`src/rtl/trees_sched.sv`:
```
// trees_sched: command-driven sequencer in front of the tree-ensemble engine.
//   LOAD_MODEL streams N_TREES*N_NODE_AND_LEAFS node words into the engine's tree memory.
//   INFER packs N_FEATURE/2 feature-pair beats per sample, pulses start, and collects
//   each prediction into a small result FIFO.
// Optional feature: define TREES_SCHED_DBUF_EN to add a shadow feature buffer.
//   With it, the next sample is prefetched while the engine evaluates the current one.
//
// Handshakes: every stream (cmd, in, res) transfers on a rising clock edge where
// valid && ready; ready never depends on valid, and valid is never withdrawn by this
// block once raised (res_valid drops only through a pop).
module trees_sched #(
   parameter int N_TREES          = 16,
   parameter int N_NODE_AND_LEAFS = 256,
   parameter int N_FEATURE        = 32,
   parameter int RES_DEPTH        = 4
) (
   input  logic                                clk,
   input  logic                                rst_n,
   input  logic                                cmd_valid,
   output logic                                cmd_ready,
   input  logic                                cmd_op,
   input  logic [15:0]                         cmd_count,
   input  logic                                in_valid,
   output logic                                in_ready,
   input  logic [63:0]                         in_data,
   output logic                                load_trees,
   output logic [$clog2(N_TREES)-1:0]          n_tree,
   output logic [$clog2(N_NODE_AND_LEAFS)-1:0] n_node,
   output logic [63:0]                         tree_nodes,
   output logic [N_FEATURE*32-1:0]             features,
   output logic                                start,
   input  logic [7:0]                          prediction,
   input  logic                                done,
   output logic                                res_valid,
   input  logic                                res_ready,
   output logic [7:0]                          res_data,
   output logic                                busy
);

   localparam int TW   = $clog2(N_TREES);
   localparam int NW   = $clog2(N_NODE_AND_LEAFS);
   localparam int LW   = TW + NW;
   localparam int HALF = N_FEATURE / 2;
   localparam int FCW  = (HALF > 1) ? $clog2(HALF) : 1;
   localparam int AW   = $clog2(RES_DEPTH);
   localparam int CW   = AW + 1;

   localparam logic [LW-1:0]  LAST_LOAD = LW'(N_TREES * N_NODE_AND_LEAFS - 1);
   localparam logic [FCW-1:0] LAST_BEAT = FCW'(HALF - 1);

   // S_PREF is only reachable when the shadow buffer is built in.
   typedef enum logic [2:0] {
      S_IDLE  = 3'd0,
      S_LOAD  = 3'd1,
      S_FEAT  = 3'd2,
      S_START = 3'd3,
      S_WAIT  = 3'd4,
      S_PREF  = 3'd5
   } state_t;

   state_t          state;
   logic [LW-1:0]   load_cnt;
   logic [FCW-1:0]  feat_cnt;
   logic [15:0]     remaining;

   // result FIFO storage and bookkeeping
   logic [7:0]      mem [RES_DEPTH];
   logic [AW-1:0]   wr_ptr;
   logic [AW-1:0]   rd_ptr;
   logic [AW-1:0]   rd_ptr_inc;
   logic [CW-1:0]   fifo_cnt;

   logic            cmd_fire;
   logic            in_fire;
   logic            pop;
   logic            push;
   logic            fifo_space;

   assign cmd_fire   = cmd_valid && cmd_ready;
   assign in_fire    = in_valid && in_ready;
   assign pop        = res_valid && res_ready;
   assign push       = (state == S_WAIT) && done;
   // a pop in the same cycle frees a slot for this start
   assign fifo_space = (fifo_cnt != CW'(RES_DEPTH)) || pop;
   assign rd_ptr_inc = rd_ptr + AW'(1);

   assign cmd_ready  = (state == S_IDLE);
   assign busy       = (state != S_IDLE);
   assign res_valid  = (fifo_cnt != '0);

`ifdef TREES_SCHED_DBUF_EN
   localparam int PCW = $clog2(HALF + 1);

   logic [N_FEATURE*32-1:0] shadow;
   logic [N_FEATURE*32-1:0] shadow_nxt;
   logic [PCW-1:0]          pref_cnt;
   logic [PCW-1:0]          pref_cnt_nxt;
   logic                    pref_open;
   logic                    pref_beat;
   logic                    pref_full_nxt;

   // prefetch only while a further sample is still owed after the current one
   assign pref_open     = (state == S_WAIT) && (remaining > 16'd1) && (pref_cnt != PCW'(HALF));
   assign in_ready      = (state == S_LOAD) || (state == S_FEAT) || pref_open || (state == S_PREF);
   assign pref_beat     = in_fire && ((state == S_WAIT) || (state == S_PREF));
   assign pref_cnt_nxt  = pref_cnt + PCW'(pref_beat);
   assign pref_full_nxt = (pref_cnt_nxt == PCW'(HALF));

   // shadow contents including the beat accepted this cycle
   always_comb begin
      shadow_nxt = shadow;
      if (pref_beat) begin
         shadow_nxt[{pref_cnt[FCW-1:0], 6'b0} +: 64] = in_data;
      end
   end
`else
   assign in_ready = (state == S_LOAD) || (state == S_FEAT);
`endif

   // sequencer FSM with registered engine-side outputs
   always_ff @(posedge clk or negedge rst_n) begin
      if (!rst_n) begin
         state      <= S_IDLE;
         load_cnt   <= '0;
         feat_cnt   <= '0;
         remaining  <= '0;
         load_trees <= 1'b0;
         n_tree     <= '0;
         n_node     <= '0;
         tree_nodes <= '0;
         features   <= '0;
         start      <= 1'b0;
`ifdef TREES_SCHED_DBUF_EN
         shadow     <= '0;
         pref_cnt   <= '0;
`endif
      end else begin
         load_trees <= 1'b0;
         start      <= 1'b0;
         case (state)
            S_IDLE: begin
               if (cmd_fire) begin
                  if (!cmd_op) begin
                     load_cnt <= '0;
                     state    <= S_LOAD;
                  end else if (cmd_count != 16'd0) begin
                     remaining <= cmd_count;
                     feat_cnt  <= '0;
                     state     <= S_FEAT;
                  end
               end
            end
            S_LOAD: begin
               if (in_fire) begin
                  load_trees       <= 1'b1;
                  {n_tree, n_node} <= load_cnt;
                  tree_nodes       <= in_data;
                  load_cnt         <= load_cnt + LW'(1);
                  if (load_cnt == LAST_LOAD) begin
                     state <= S_IDLE;
                  end
               end
            end
            S_FEAT: begin
               if (in_fire) begin
                  features[{feat_cnt, 6'b0} +: 64] <= in_data;
                  feat_cnt <= feat_cnt + FCW'(1);
                  if (feat_cnt == LAST_BEAT) begin
                     feat_cnt <= '0;
                     state    <= S_START;
                  end
               end
            end
            S_START: begin
               if (fifo_space) begin
                  start <= 1'b1;
                  state <= S_WAIT;
`ifdef TREES_SCHED_DBUF_EN
                  pref_cnt <= '0;
`endif
               end
            end
            S_WAIT: begin
`ifdef TREES_SCHED_DBUF_EN
               if (pref_beat) begin
                  shadow   <= shadow_nxt;
                  pref_cnt <= pref_cnt_nxt;
               end
`endif
               if (done) begin
                  remaining <= remaining - 16'd1;
                  if (remaining == 16'd1) begin
                     state <= S_IDLE;
                  end else begin
`ifdef TREES_SCHED_DBUF_EN
                     if (pref_full_nxt) begin
                        features <= shadow_nxt;
                        state    <= S_START;
                     end else begin
                        state <= S_PREF;
                     end
`else
                     state <= S_FEAT;
`endif
                  end
               end
            end
`ifdef TREES_SCHED_DBUF_EN
            S_PREF: begin
               if (pref_beat) begin
                  shadow   <= shadow_nxt;
                  pref_cnt <= pref_cnt_nxt;
                  if (pref_full_nxt) begin
                     features <= shadow_nxt;
                     state    <= S_START;
                  end
               end
            end
`endif
            default: state <= S_IDLE;
         endcase
      end
   end

   // result FIFO storage; contents need no reset, occupancy is tracked separately
   always_ff @(posedge clk) begin
      if (push) begin
         mem[wr_ptr] <= prediction;
      end
   end

   // result FIFO pointers, occupancy and registered head (held when empty)
   always_ff @(posedge clk or negedge rst_n) begin
      if (!rst_n) begin
         wr_ptr   <= '0;
         rd_ptr   <= '0;
         fifo_cnt <= '0;
         res_data <= '0;
      end else begin
         if (push) begin
            wr_ptr <= wr_ptr + AW'(1);
         end
         if (pop) begin
            rd_ptr <= rd_ptr_inc;
         end
         case ({push, pop})
            2'b10:   fifo_cnt <= fifo_cnt + CW'(1);
            2'b01:   fifo_cnt <= fifo_cnt - CW'(1);
            default: fifo_cnt <= fifo_cnt;
         endcase
         if (pop) begin
            if (fifo_cnt > CW'(1)) begin
               res_data <= mem[rd_ptr_inc];
            end else if (push) begin
               res_data <= prediction;
            end
         end else if ((fifo_cnt == '0) && push) begin
            res_data <= prediction;
         end
      end
   end

endmodule
```
`config.mk`:
```
export PLATFORM = sky130hd
export DESIGN_NAME = trees_sched
export DESIGN_NICKNAME = d
export VERILOG_FILES = /design/src/rtl/trees_sched.sv
export SDC_FILE = /design/constraint.sdc
export NUM_CORES = 2
export LEC_CHECK = 0
export CORE_AREA = 2 2 474 476
export CTS_BUF_LIST = sky130_fd_sc_hd__clkbuf_4 sky130_fd_sc_hd__clkbuf_8
export DETAILED_ROUTE_END_ITERATION = 6
export DIE_AREA = 0 0 476 478
export PLACE_DENSITY_LB_ADDON = 0.05
export SETUP_SLACK_MARGIN = 0.4
export SLEW_MARGIN = 20
export SYNTH_ARGS = -nofsm -noshare
export SYNTH_HDL_FRONTEND = slang
export SYNTH_SLANG_ARGS = --single-unit
```
`constraint.sdc`:
```
create_clock -name clk -period 3.03 [get_ports clk]
set_clock_uncertainty 0.1 [all_clocks]
set_input_delay 0.4545 -clock clk [delete_from_list [all_inputs] [get_ports clk]]
set_output_delay 0.4545 -clock clk [all_outputs]
set_load 0.1 [all_outputs]
```
# Yosys cells after proc, flatten, opt, wreduce, memory -nomap -nowiden
# Memories as Yosys holds them, arrays and structs flattened.
# Cells that the tools add are included.
# classes
n_addsub	8
multipliers	0
div_mod_pow	0
order_cmp	1
n_eq_ne	22
n_shift	2
n_mux	38
bitwise_logic	0
reduce_logical	24
# ops
op	count
bitwise mux 1024 bit	1
variable shift 64 x 12 -> 1024 bit (first input constant)	1
variable part select 64 x 12 -> 1024 bit	1
2-to-1 mux 16 bit	4
2-to-1 mux 12 bit	3
2-to-1 mux 8 bit	4
case mux 16 bit (2 select lines)	1
2-to-1 mux 3 bit	9
case mux 12 bit (2 select lines)	1
2-to-1 mux 4 bit	5
== test 16 x 1 -> 1 bit (second input constant)	1
nonzero test 16 bit	1
subtractor 16 x 1 -> 16 bit (second input constant)	1
case mux 3 bit (5 select lines)	1
adder 12 x 1 -> 12 bit (second input constant)	1
== test 12 bit (second input constant)	1
negator 10 -> 12 bit	1
inequality test 2 x 1 -> 1 bit (second input constant)	5
inequality test 2 bit (second input constant)	5
AND reduction 5 bit	2
nonzero test 2 bit	5
case mux 4 bit (2 select lines)	1
AND reduction 8 bit	1
== test 3 x 2 -> 1 bit (second input constant)	2
22 further kinds	37
# word_totals
regBits	1152
latch_bits	0
mem_bits_rw	32
rom_bits	0
in_bits	95
out_inout_bits	1114
word_cells	110
mem_count	1
# mem_list
name	words	word_bits	read_ports	rd_ports_with_merged_regs	write_ports	line_no	text
mem	4	8	1	0	1	67	logic [7:0] mem [RES_DEPTH];

# Depth between registers and ports, before layout
# logic_depth
depth_word	5
mapped_depth	10

# Worst setup path before layout
# Ideal clock, no wire load.
# synth_timing
path_type	register to register
from	register state[0]
to	register feat_cnt[0]
setup_ns	0.118
t_arrival_ns	5.059
path_slack_ns	-2.247
stages_incl_launch_ff	7
path_buffers	1
path_cell_list	dfrtp_1 -> buf_2 -> nor3_1 -> inv_1 -> o311ai_1 -> nor3_1 -> a21o_1
# synth_via
word_cells_on_any_way	13
cone_classes	6 x eq/ne; 1 x mux; 6 x reduce/logical
# synth_lines
item	line_no	text
start: declaration	61	state_t state;
start signal: assignment	123	state <= S_IDLE;
start signal: assignment	145	state <= S_LOAD;
start signal: assignment	149	state <= S_FEAT;
zero test 3 bit (*)	87	assign cmd_ready = (state == S_IDLE);
named net cmd_ready	20	output logic cmd_ready,
logical AND 1 bit	79	assign cmd_fire = cmd_valid && cmd_ready;
inequality test 2 x 1 -> 1 bit (no line)	n/a	
AND reduction 5 bit (no line)	n/a	
end signal: assignment	167	feat_cnt <= feat_cnt + FCW'(1);
end: declaration	63	logic [FCW-1:0] feat_cnt;
# Mark *: on every way through the listed nets, which the timed path passes. The rest lies on a longest branch.
# A chain may end at the register's enable or synchronous reset.

# Worst setup path after layout
# layout_timing
from	register feat_cnt[0]
to	register features[118]
# layout_via
elab_chain_len	3
word_cells_on_any_way	4
cone_classes	1 x add/sub; 2 x shift; 1 x mux
# layout_lines
item	line_no	text
negator 10 -> 12 bit (*)	166	features[{feat_cnt, 6'b0} +: 64] <= in_data;
variable part select 64 x 12 -> 1024 bit / variable shift 64 x 12 -> 1024 bit (equally long branches)	166	
bitwise mux 1024 bit (*)	166	
end signal: indexed assignment	166	
end: declaration	30	output logic [N_FEATURE*32-1:0] features,
# Mark *: on every way between the ends. The rest lies on a longest branch, timed or not.

==> reports/metrics.csv <==
metric;value;unit
r2r startpoint;feat_cnt[0]$_DFFE_PN0P_;
Cell Area, Placed;61100;um^2
crit start category;register;
crit path capture type;register;
Total GRT Usage;20.2;%
CP max FO;8;
Final Hold Viols;0;
Area contributors post-synth;dfrtp_1, mux2_2, nand2_1, edfxtp_1, mux2_4;
fraction of the cycle the final worst path needs;88.2;%
Reg-to-Reg End;features[118]$_DFFE_PN0P_;
number of global-route vias before repair;34800;
hold path depth;3;
Mapped Cells;3223;
type of the worst setup path;reg -> reg;
Worst R2R Setup Slack;360;ps
initial antenna violation count;25;
Least-Margin Pin Slew;872;ps
syn avg cell area;14.5;um^2
Post-synth EDFFs;32;
commonest cells after routing, fill and taps aside;buf_4, dfrtp_1, mux2_2, nand2_1, clkbuf_8;
Hold Path Sink;remaining[1]$_DFFE_PN0P_;
vias per cell;4.15;
R2R depth;9;
# setup viols final;0;
die height;478;um
Post-Route WL;238;mm
I/O Pins;1209;
DIE AREA;228000;um^2
most used flip-flop cell after synthesis;dfrtp_1;
total global routing overflow;0;
Finished Layout Cells;7885;
worst min-delay path class;in -> reg;
Syn-to-layout area delta;44.7;%
maximum clock frequency;374;MHz
FP Rows;174;
TritonCTS Buffers;229;
via count;32700;
Synth area leader;dfrtp_1;
hpwl dp;172;mm
1st-iter DRT viols;1477;
asr flop ratio synth;97.3;%
Seq/Total Area, Yosys;63.9;%
Synth top area share;61.9;%
Pleak;34.9;nW
crit path time final;2670;ps
max_cap viols;0;
CTS tree;done;
layout cell share with drive strength beyond 1;57.9;%
Final Util;30.2;%
routed wire length per instance;30.2;um
first-pass detailed-route iteration total;4;
Mapped Nets;3333;
Initial Util;20.9;%
IR Drop Worst-Case VDD;627;uV
pwr dens;817;nW/um^2
number of port buffers;1208;
outcome;finished clean;
final instance area;67400;um^2
Clock Latency Late Sink;1000;ps
Final ANT Viol Nets;0;
Clock Path Buffers;3;
count of cell types in the netlist;64;
CP arrival;3430;ps
first-pass GRT wire length;316;mm
Final #Nets;4809;
core area;223000;um^2
largest net degree at the start of global routing;112;
RSZ-0062 raised after global routing;true;
H-Tree Depth;4;
#FFs+latches synth;1184;
Sink Count;1184;
Die X;476;um
Critical Path RT;3780;ps
Inst Count DP;7385;
Root Driver;clkbuf_8;
Slew headroom;41.9;%
global placer's final weighted congestion;0.764;
clock slew at reported path FFs;60;ps
Slew Limit Fails;0;
yosys warns;0;
Synth Cell Area;46600;um^2
most common cell after layout, fill and taps aside;buf_4;
DRC Markers;0;
setup TNS;0;ps
Hold Crit Start;cmd_count[1];
[where the power goes]
group / total (W) / switching, W / leakage [nW] / internal (W)
combinational: 0.0194 / 0.0151 / 16.2 / 0.00428
sequential: 0.0184 / 0.000978 / 16.1 / 0.0174
clock: 0.0174 / 0.00753 / 2.63 / 0.00984
total: 0.0551 / 0.0236 / 34.9 / 0.0315
[through the flow]
| step | power (W) | hold slack (ps) | worst slack [ps] |
|---|---|---|---|
| 6_report | 0.0551 | 142 | 357 |
| 5_1_grt | 0.0576 | 51.1 | 232 |
| 4_1_cts | 0.0560 | 3.38 | 238 |
| 3_5_place_dp | 0.0378 | 364 | 42.6 |
| 3_3_place_gp | 0.0378 | 361 | 68.9 |
| 2_1_floorplan | 0.0314 | 58.9 | -230 |
[how the worst max path moves through the flow]
stage               cells after the start                     from                         to  slack (ps)
floorplan                               6     state[0]$_DFFE_PN0P_       state[1]$_DFFE_PN0P_        -230
global placement                        8                 in_valid  features[560]$_DFFE_PN0P_          70
detailed placement                      8                 in_valid  features[560]$_DFFE_PN0P_          40
CTS                                     4     state[1]$_DFFE_PN0P_                       busy         240
global route                            4     state[1]$_DFFE_PN0P_                       busy         230
finish                                  9  feat_cnt[0]$_DFFE_PN0P_  features[118]$_DFFE_PN0P_         360
[final cells by class]
cell class / count / area [um^2]
Tap cell: 2992 / 3740
Multi-Input combinational cell: 1775 / 16000
Timing Repair Buffer: 1491 / 12800
Inverter: 18 / 78.8
Sequential cell: 1184 / 29800
Fill cell: 22900 / 156000
Clock inverter: 24 / 204
Antenna cell: 15 / 37.5
Clock buffer: 386 / 4740
[critical path, cell delays in order, from the launching register on]
cell and delay [ps]:
dfrtp_4 440, inv_4 50, ha_4 160, or4_4 570
nand2_4 90, o21ai_4 80, nor2_4 230, buf_12 250
clkbuf_16 220, mux2_2 330
[metal layers]
layer / track usage, % / share of wire, %
met1: 23.0 / 39
met2: 33.8 / 48
met3: 8.87 / 9.9
met4: 6.02 / 3.0
met5: 0 / 0.010
[synth_stat cells (3+ instances only)]
cell type	number
xnor2_1	12
ha_1	15
nor2_1	39
buf_1	4
nor2_2	4
clkbuf_1	167
edfxtp_1	32
a21o_1	3
nor4_1	12
nand3_1	11
nor3b_1	4
buf_2	67
and2_1	9
nor3_1	15
o2bb2ai_1	6
nand2_1	350
dfrtp_1	1152
o21ai_0	32
inv_1	16
mux2_1	6
o31ai_1	50
mux2_2	928
or4_1	4
a31oi_1	3
nor2b_1	3
buf_6	6
mux2_4	60
mux4_2	8
nand4_1	8
a22oi_1	4
nand2b_1	4
a21oi_1	19
and3_1	129
[sequential cells by signal (all words and copies together) (netlist names)]
name,count
n_node,8
n_tree,4
tree_nodes,64
rd_ptr,2
features,1024
wr_ptr,2
start,1
fifo_cnt,3
load_cnt,12
state,3
feat_cnt,4
load_trees,1
remaining,16
res_data,8
mem,32
[kinds of logic (layout without fill, tap and decap cells)]
logic type / after synthesis / after routing / share of synthesized area (%)
XOR/XNOR: 14 / 14 / 0.263
AND/OR/NAND/NOR: 601 / 601 / 6.00
AO/OA/AOI/OAI: 141 / 141 / 2.05
multiplexers: 1004 / 1004 / 24.9
flip-flops: 1184 / 1184 / 63.9
other: 0 / 15 / 0
adder cells (fa/ha/maj): 15 / 15 / 0.403
buffers and inverters: 264 / 1919 / 2.42
[what timing repair did]
item,4_1_cts,5_1_grt
gates resized for setup,30,67
hold buffers,23,0
gates cloned,3,14
hold endpoints to repair,1197,0
setup buffers,16,19
endpoints found under the setup margin,175,277
pin swaps,5,8
(Power assumes the default switching activity.)
